$ cat src/rtl/serial_adder.sv
// Bit-serial adder: one full-add stage and a registered carry, LSB-first,
// with a start/busy/done handshake toward the controller.
module serial_adder #(
  parameter int WIDTH = 8
) (
  input  logic             clk,
  input  logic             rst,
  input  logic             start,
  input  logic [WIDTH-1:0] a,
  input  logic [WIDTH-1:0] b,
  input  logic             cin,
  output logic             busy,
  output logic             done,
  output logic [WIDTH-1:0] sum,
  output logic             cout
);

  localparam int CW = $clog2(WIDTH + 1);

  typedef enum logic [1:0] {IDLE, RUN, DONE} stateT;

  stateT            r_state;
  logic [WIDTH-1:0] r_aSh;
  logic [WIDTH-1:0] r_bSh;
  logic [WIDTH-1:0] r_sSh;
  logic [WIDTH-1:0] r_sum;
  logic [CW-1:0]    r_cnt;
  logic             r_c;
  logic             r_cout;
  logic             r_busy;
  logic             r_done;

  logic             w_p;
  logic             w_s;
  logic             w_cNext;
  logic [WIDTH-1:0] w_sShNext;

  // Two half-add steps: propagate, then sum with the stored carry.
  assign w_p     = r_aSh[0] ^ r_bSh[0];
  assign w_s     = w_p ^ r_c;
  assign w_cNext = (r_aSh[0] & r_bSh[0]) | (r_c & w_p);

  generate
    if (WIDTH == 1) begin : g_w1
      assign w_sShNext = w_s;
    end else begin : g_wn
      assign w_sShNext = {w_s, r_sSh[WIDTH-1:1]};
    end
  endgenerate

  always_ff @(posedge clk or posedge rst) begin
    if (rst) begin
      r_state <= IDLE;
      r_aSh   <= '0;
      r_bSh   <= '0;
      r_sSh   <= '0;
      r_sum   <= '0;
      r_cnt   <= '0;
      r_c     <= 1'b0;
      r_cout  <= 1'b0;
      r_busy  <= 1'b0;
      r_done  <= 1'b0;
    end else begin
      case (r_state)
        IDLE: begin
          r_done <= 1'b0;
          if (start) begin
            r_aSh   <= a;
            r_bSh   <= b;
            r_c     <= cin;
            r_cnt   <= '0;
            r_busy  <= 1'b1;
            r_state <= RUN;
          end
        end
        RUN: begin
          r_aSh <= r_aSh >> 1;
          r_bSh <= r_bSh >> 1;
          r_sSh <= w_sShNext;
          r_c   <= w_cNext;
          r_cnt <= r_cnt + CW'(1);
          // Last bit: publish result only now, so sum/cout never show partials.
          if (r_cnt == CW'(WIDTH - 1)) begin
            r_sum   <= w_sShNext;
            r_cout  <= w_cNext;
            r_busy  <= 1'b0;
            r_done  <= 1'b1;
            r_state <= DONE;
          end
        end
        DONE: begin
          r_done  <= 1'b0;
          r_state <= IDLE;
        end
        default: begin
          r_busy  <= 1'b0;
          r_done  <= 1'b0;
          r_state <= IDLE;
        end
      endcase
    end
  end

  assign busy = r_busy;
  assign done = r_done;
  assign sum  = r_sum;
  assign cout = r_cout;

endmodule
$ cat config.mk
export PLATFORM = sky130hd
export DESIGN_NAME = serial_adder
export DESIGN_NICKNAME = d
export VERILOG_FILES = /design/src/rtl/serial_adder.sv
export SDC_FILE = /design/constraint.sdc
export NUM_CORES = 1
export LEC_CHECK = 0
export CAP_MARGIN = 10
export CORE_ASPECT_RATIO = 1.75
export CORE_MARGIN = 4
export CORE_UTILIZATION = 55
export DETAILED_ROUTE_END_ITERATION = 10
export GPL_ROUTABILITY_DRIVEN = 0
export GPL_TIMING_DRIVEN = 0
export PLACE_DENSITY_LB_ADDON = 0.15
export RECOVER_POWER = 25
export SLEW_MARGIN = 30
export SYNTH_ARGS = -nofsm -noshare
export SYNTH_HDL_FRONTEND = slang
export SYNTH_SLANG_ARGS = --single-unit
$ cat constraint.sdc
create_clock -name clk -period 4.3 [get_ports clk]
set_input_delay 0.86 -clock clk [delete_from_list [all_inputs] [get_ports clk]]
set_output_delay 0.86 -clock clk [all_outputs]
set_load 0.02 [all_outputs]
---- Word-level counts from Yosys, hierarchy flattened ----
Index checks and enable logic that the tools add are counted.
operators by class
  shifts and indexed selects .............. 0
  reduce and logical (&&, ||, !) cells .... 6
  bitwise logic cells ..................... 6
  $add $sub $neg .......................... 1
  div/mod/pow operators ................... 0
  multipliers ............................. 0
  multiplexer cells ....................... 16
  magnitude comparators ................... 0
  equal/unequal tests ..................... 5
operator list
  cell                 count
  $pmux 8 s2           2
  $mux 8               2
  $pmux 4 s2           1
  $reduce_and 2->1     3
  $mux 1               5
  $add 4x1->4 const B  1
  $eq 4x3->1 const B   1
  $mux 2               2
  $mux 4               1
  $ne 2x2->1 const B   2
  $pmux 2 s2           1
  $pmux 1 s3           1
  $reduce_and 3->1     1
  $and 1x1->1          2
  $eq 2x1->1 const B   1
  $eq 2x2->1 const B   1
  $logic_not 2->1      1
  $pmux 1 s2           1
  $reduce_bool 2->1    1
  $xor 1x1->1          2
  $not 1->1            1
  $or 1x1->1           1
storage, ports and cells
  bits of input ports ..................... 20
  register bits after elaboration ......... 42
  logic and storage cells ................. 44
  ROM bits ................................ 0
  memory bits (writable) .................. 0
  memories ................................ 0
  bits in latches ......................... 0

---- Depth between registers and ports, before layout ----
  depth after elaboration ................. 4
  mapped depth ............................ 5

---- Worst setup path before layout ----
Ideal clock, no wire load.
  kind .................................... input to register
  from .................................... in start
  to ...................................... reg r_bSh[1]
  buffers on the path ..................... 1
  slack ................................... 2.763 ns
  data arrival time ....................... 1.403 ns
  cell stages on the path ................. 4
  library setup time ...................... 0.133 ns
  cell sequence ........................... and2b_1 -> buf_2 -> a22oi_1 -> o21ai_0
on the way
  longest elaborated chain between the ends .. 2
RTL lines
  item                               line  RTL
  start: declaration                 8     input logic start,
  $ne 2x2->1 (no source line)        --
  $reduce_and 2->1 (no source line)  --
  end signal: assignment             78    r_bSh <= r_bSh >> 1;
  end: declaration                   24    logic [WIDTH-1:0] r_bSh;
Every way passes these cells.
A chain may end at the register's enable or synchronous reset.

==> flow_summary.ini <==
[timing]
setup_tns_ns = 0
period_needed_ns = 2.71
clock_skew_ns = 0.00439
slew_headroom_pct = 11.7
slew_violations = 0
worstMarginPinSlew_ns = 1.32
fin_hold_ws_ns = 0.486
finalHoldViolations = 0
finalWorstSetupSlack_ns = 1.59
min_period_over_period_pct = 63.1
rsz0062_at_grt = false
fmax_ghz = 0.369
setup_viol_count_final = 0

[global_routing]
grt_start_max_net_pins = 26
grt_pass1_wl_um = 5890
grtUsageMet1_pct = 19.7
grt_pass1_vias = 1302
met2_usage_pct = 31.7
grt.overflow.total = 0
grt_use_met3_pct = 4.67
busiest_layer = met2
antenna_found_initial = 0
grt_usage_pct = 18.3

[die]
coreArea_um2 = 3140
start_util_pct = 56.6
dieHeight_um = 83.2
die-area_um2 = 4240
rows = 27
die_x_um = 51.0
io_pins = 31

[clock_tree]
cts_buffers = 5
clockRootBuffer = clkbuf_8
post_cts_resized = 0
clk_pin_slew_worst_paths_ns = 0.07
htree_num_levels = 2
clock_latency_ns = 0.28
clockBufferDepth = 2
hold_buffers = 0
cts_tree = yes
clock-sinks = 41
cts_setup_buffers = 0

[synthesis]
synthFlopType = dfrtp_1
synth_edf_count = 0
syn_inst = 142
yosysWarnings = 0
syn_area_per_cell_um2 = 12.5
async_flop_share_pct = 100
ys_seq_area_share_pct = 57.7
yosysTopAreaCell = dfrtp_1
synth_nets = 164
synth.distinct_cells = 29
synth-xor-area-share_pct = 0
yosys.area_share.simple_pct = 8.16
synthAdderAreaFrac_pct = 1.83
syn_area_um2 = 1780
synthTopCellsByArea = dfrtp_1, mux2_4, a22oi_1
synth_seq_cells = 41
synth_compound_area_share_pct = 15.3
synth_top_family_by_area = compound AO/OA/AOI/OAI gates
synth_top_area_share_pct = 57.7
synth_mux_area_share_pct = 13.2

[critical_path]
r2r_end = sum[4]
worstRegToRegCells = 5
worst-r2r-setup-slack_ns = 2.28
max_stage_delay_ns = 1.03
worst_setup_path_end_kind = asynchronous set/reset pin
start_kind = input port
arrival_ns = 2.89
required_ns = 4.48
slowest_stage = clkbuf_1
worst-path-max-fanout = 25
cp_cell_sequence = dlygate4sd3_1 > inv_1 > clkbuf_1
rr_startpoint = r_cnt[1]
crit_type = input port to asynchronous set/reset pin

[hold_path]
min_to = busy
min_from = busy
holdCritPathClass = flop to flop
min_path_cells = 1

[route]
drc = 0
routedWlPerCell_um = 15.3
vias = 1238
via_per_inst = 5.53
drtPass1Iterations = 5
drtIter0Drc = 26
routed_wl_um = 3420
ant_nets = 0

[finish]
syn_to_final_growth_pct = 23.7
fillers = 246
drive_gt1_share_pct = 17.1
nNetsFinal = 202
antennaDiodeCount = 0
utilization_pct = 70.1
final_cell_mix = dfrtp_1, clkdlybuf4s50_1, o21ai_0
final_common_cell = dfrtp_1
fin_cells = 224

[power_and_ir_drop]
cellLeakagePower_nw = 0.965
p_per_area_nw_per_um2 = 641
ir_drop_mv = 0.357

[run_status]
status = complete, no violations

[placed_design]
portBuffers = 30
dp_hpwl_um = 2560
pre_cts_ws_ns = 1.99
dp.cells = 216

[flow_run]
drv_cap = 0
## cell type report
| cell class | count | area [um2] | area share (%) |
|---|---|---|---|
| clock buffer | 8 | 80.1 | 3.64 |
| buffer | 9 | 43.8 | 1.99 |
| tap | 43 | 53.8 | 2.44 |
| multi-input combinational | 90 | 686 | 31.2 |
| sequential | 41 | 1030 | 46.6 |
| inverter | 2 | 7.51 | 0.341 |
| timing repair buffer | 31 | 304 | 13.8 |
## critical path: cells and delay by family
kind / cells / cell delay [ns]
buf+inv: 3 / 2.02
## state kept, by name, summed over array words and instances, names as in the netlist
| name | count |
|---|---|
| sum | 8 |
| r_state | 2 |
| r_c | 1 |
| cout | 1 |
| done | 1 |
| r_sSh | 7 |
| busy | 1 |
| r_aSh | 8 |
| r_bSh | 8 |
| r_cnt | 4 |
## Yosys cell counts (all sizes together) (2+ instances only)
library cell,n
clkbuf,2
and2b,3
inv,2
a22oi,14
a21oi,5
nand2,15
mux2,17
and3b,2
o21ai,17
dfrtp,41
buf,7
nor2b,3
a22o,3
## report_power, final
group          internal [mW]  switching (mW)
sequential             0.534          0.0982
combinational          0.304           0.241
clock                  0.115           0.117
## cells by family (layout without fill, tap and decap cells)
logic type	count (synthesis)	count (layout)
fa+ha+maj	2	2
mux	18	18
simple gates	27	27
compound gates	43	43
flops	41	41
buf+inv	11	50
## metal layers
layer | wire (um) | part of all wire (%)
met5 | 0 | 0
met4 | 85 | 2.5
met3 | 164 | 4.8
met2 | 1890 | 55
met1 | 1270 | 37
## worst max-delay path by stage
stage | startpoint | depth (start not counted) | to | slack, ns
floorplan | rst | 1 | busy | 2.49
detailed placement | start | 5 | r_aSh[5] | 1.99
CTS | sum[4] | 1 | sum[4] | 2.17
global placement | rst | 2 | r_aSh[3] | 1.73
finish | rst | 3 | r_cnt[2] | 1.59
global route | rst | 3 | r_bSh[5] | 1.23
## metrics by stage
stage	power [mW]	area (um2)
finish	1.41	2200
global placement	1.17	2130
floorplan	1.00	1780
global route	1.51	2200
CTS	1.44	2240
detailed placement	1.20	2160
(Power assumes the default switching activity.)
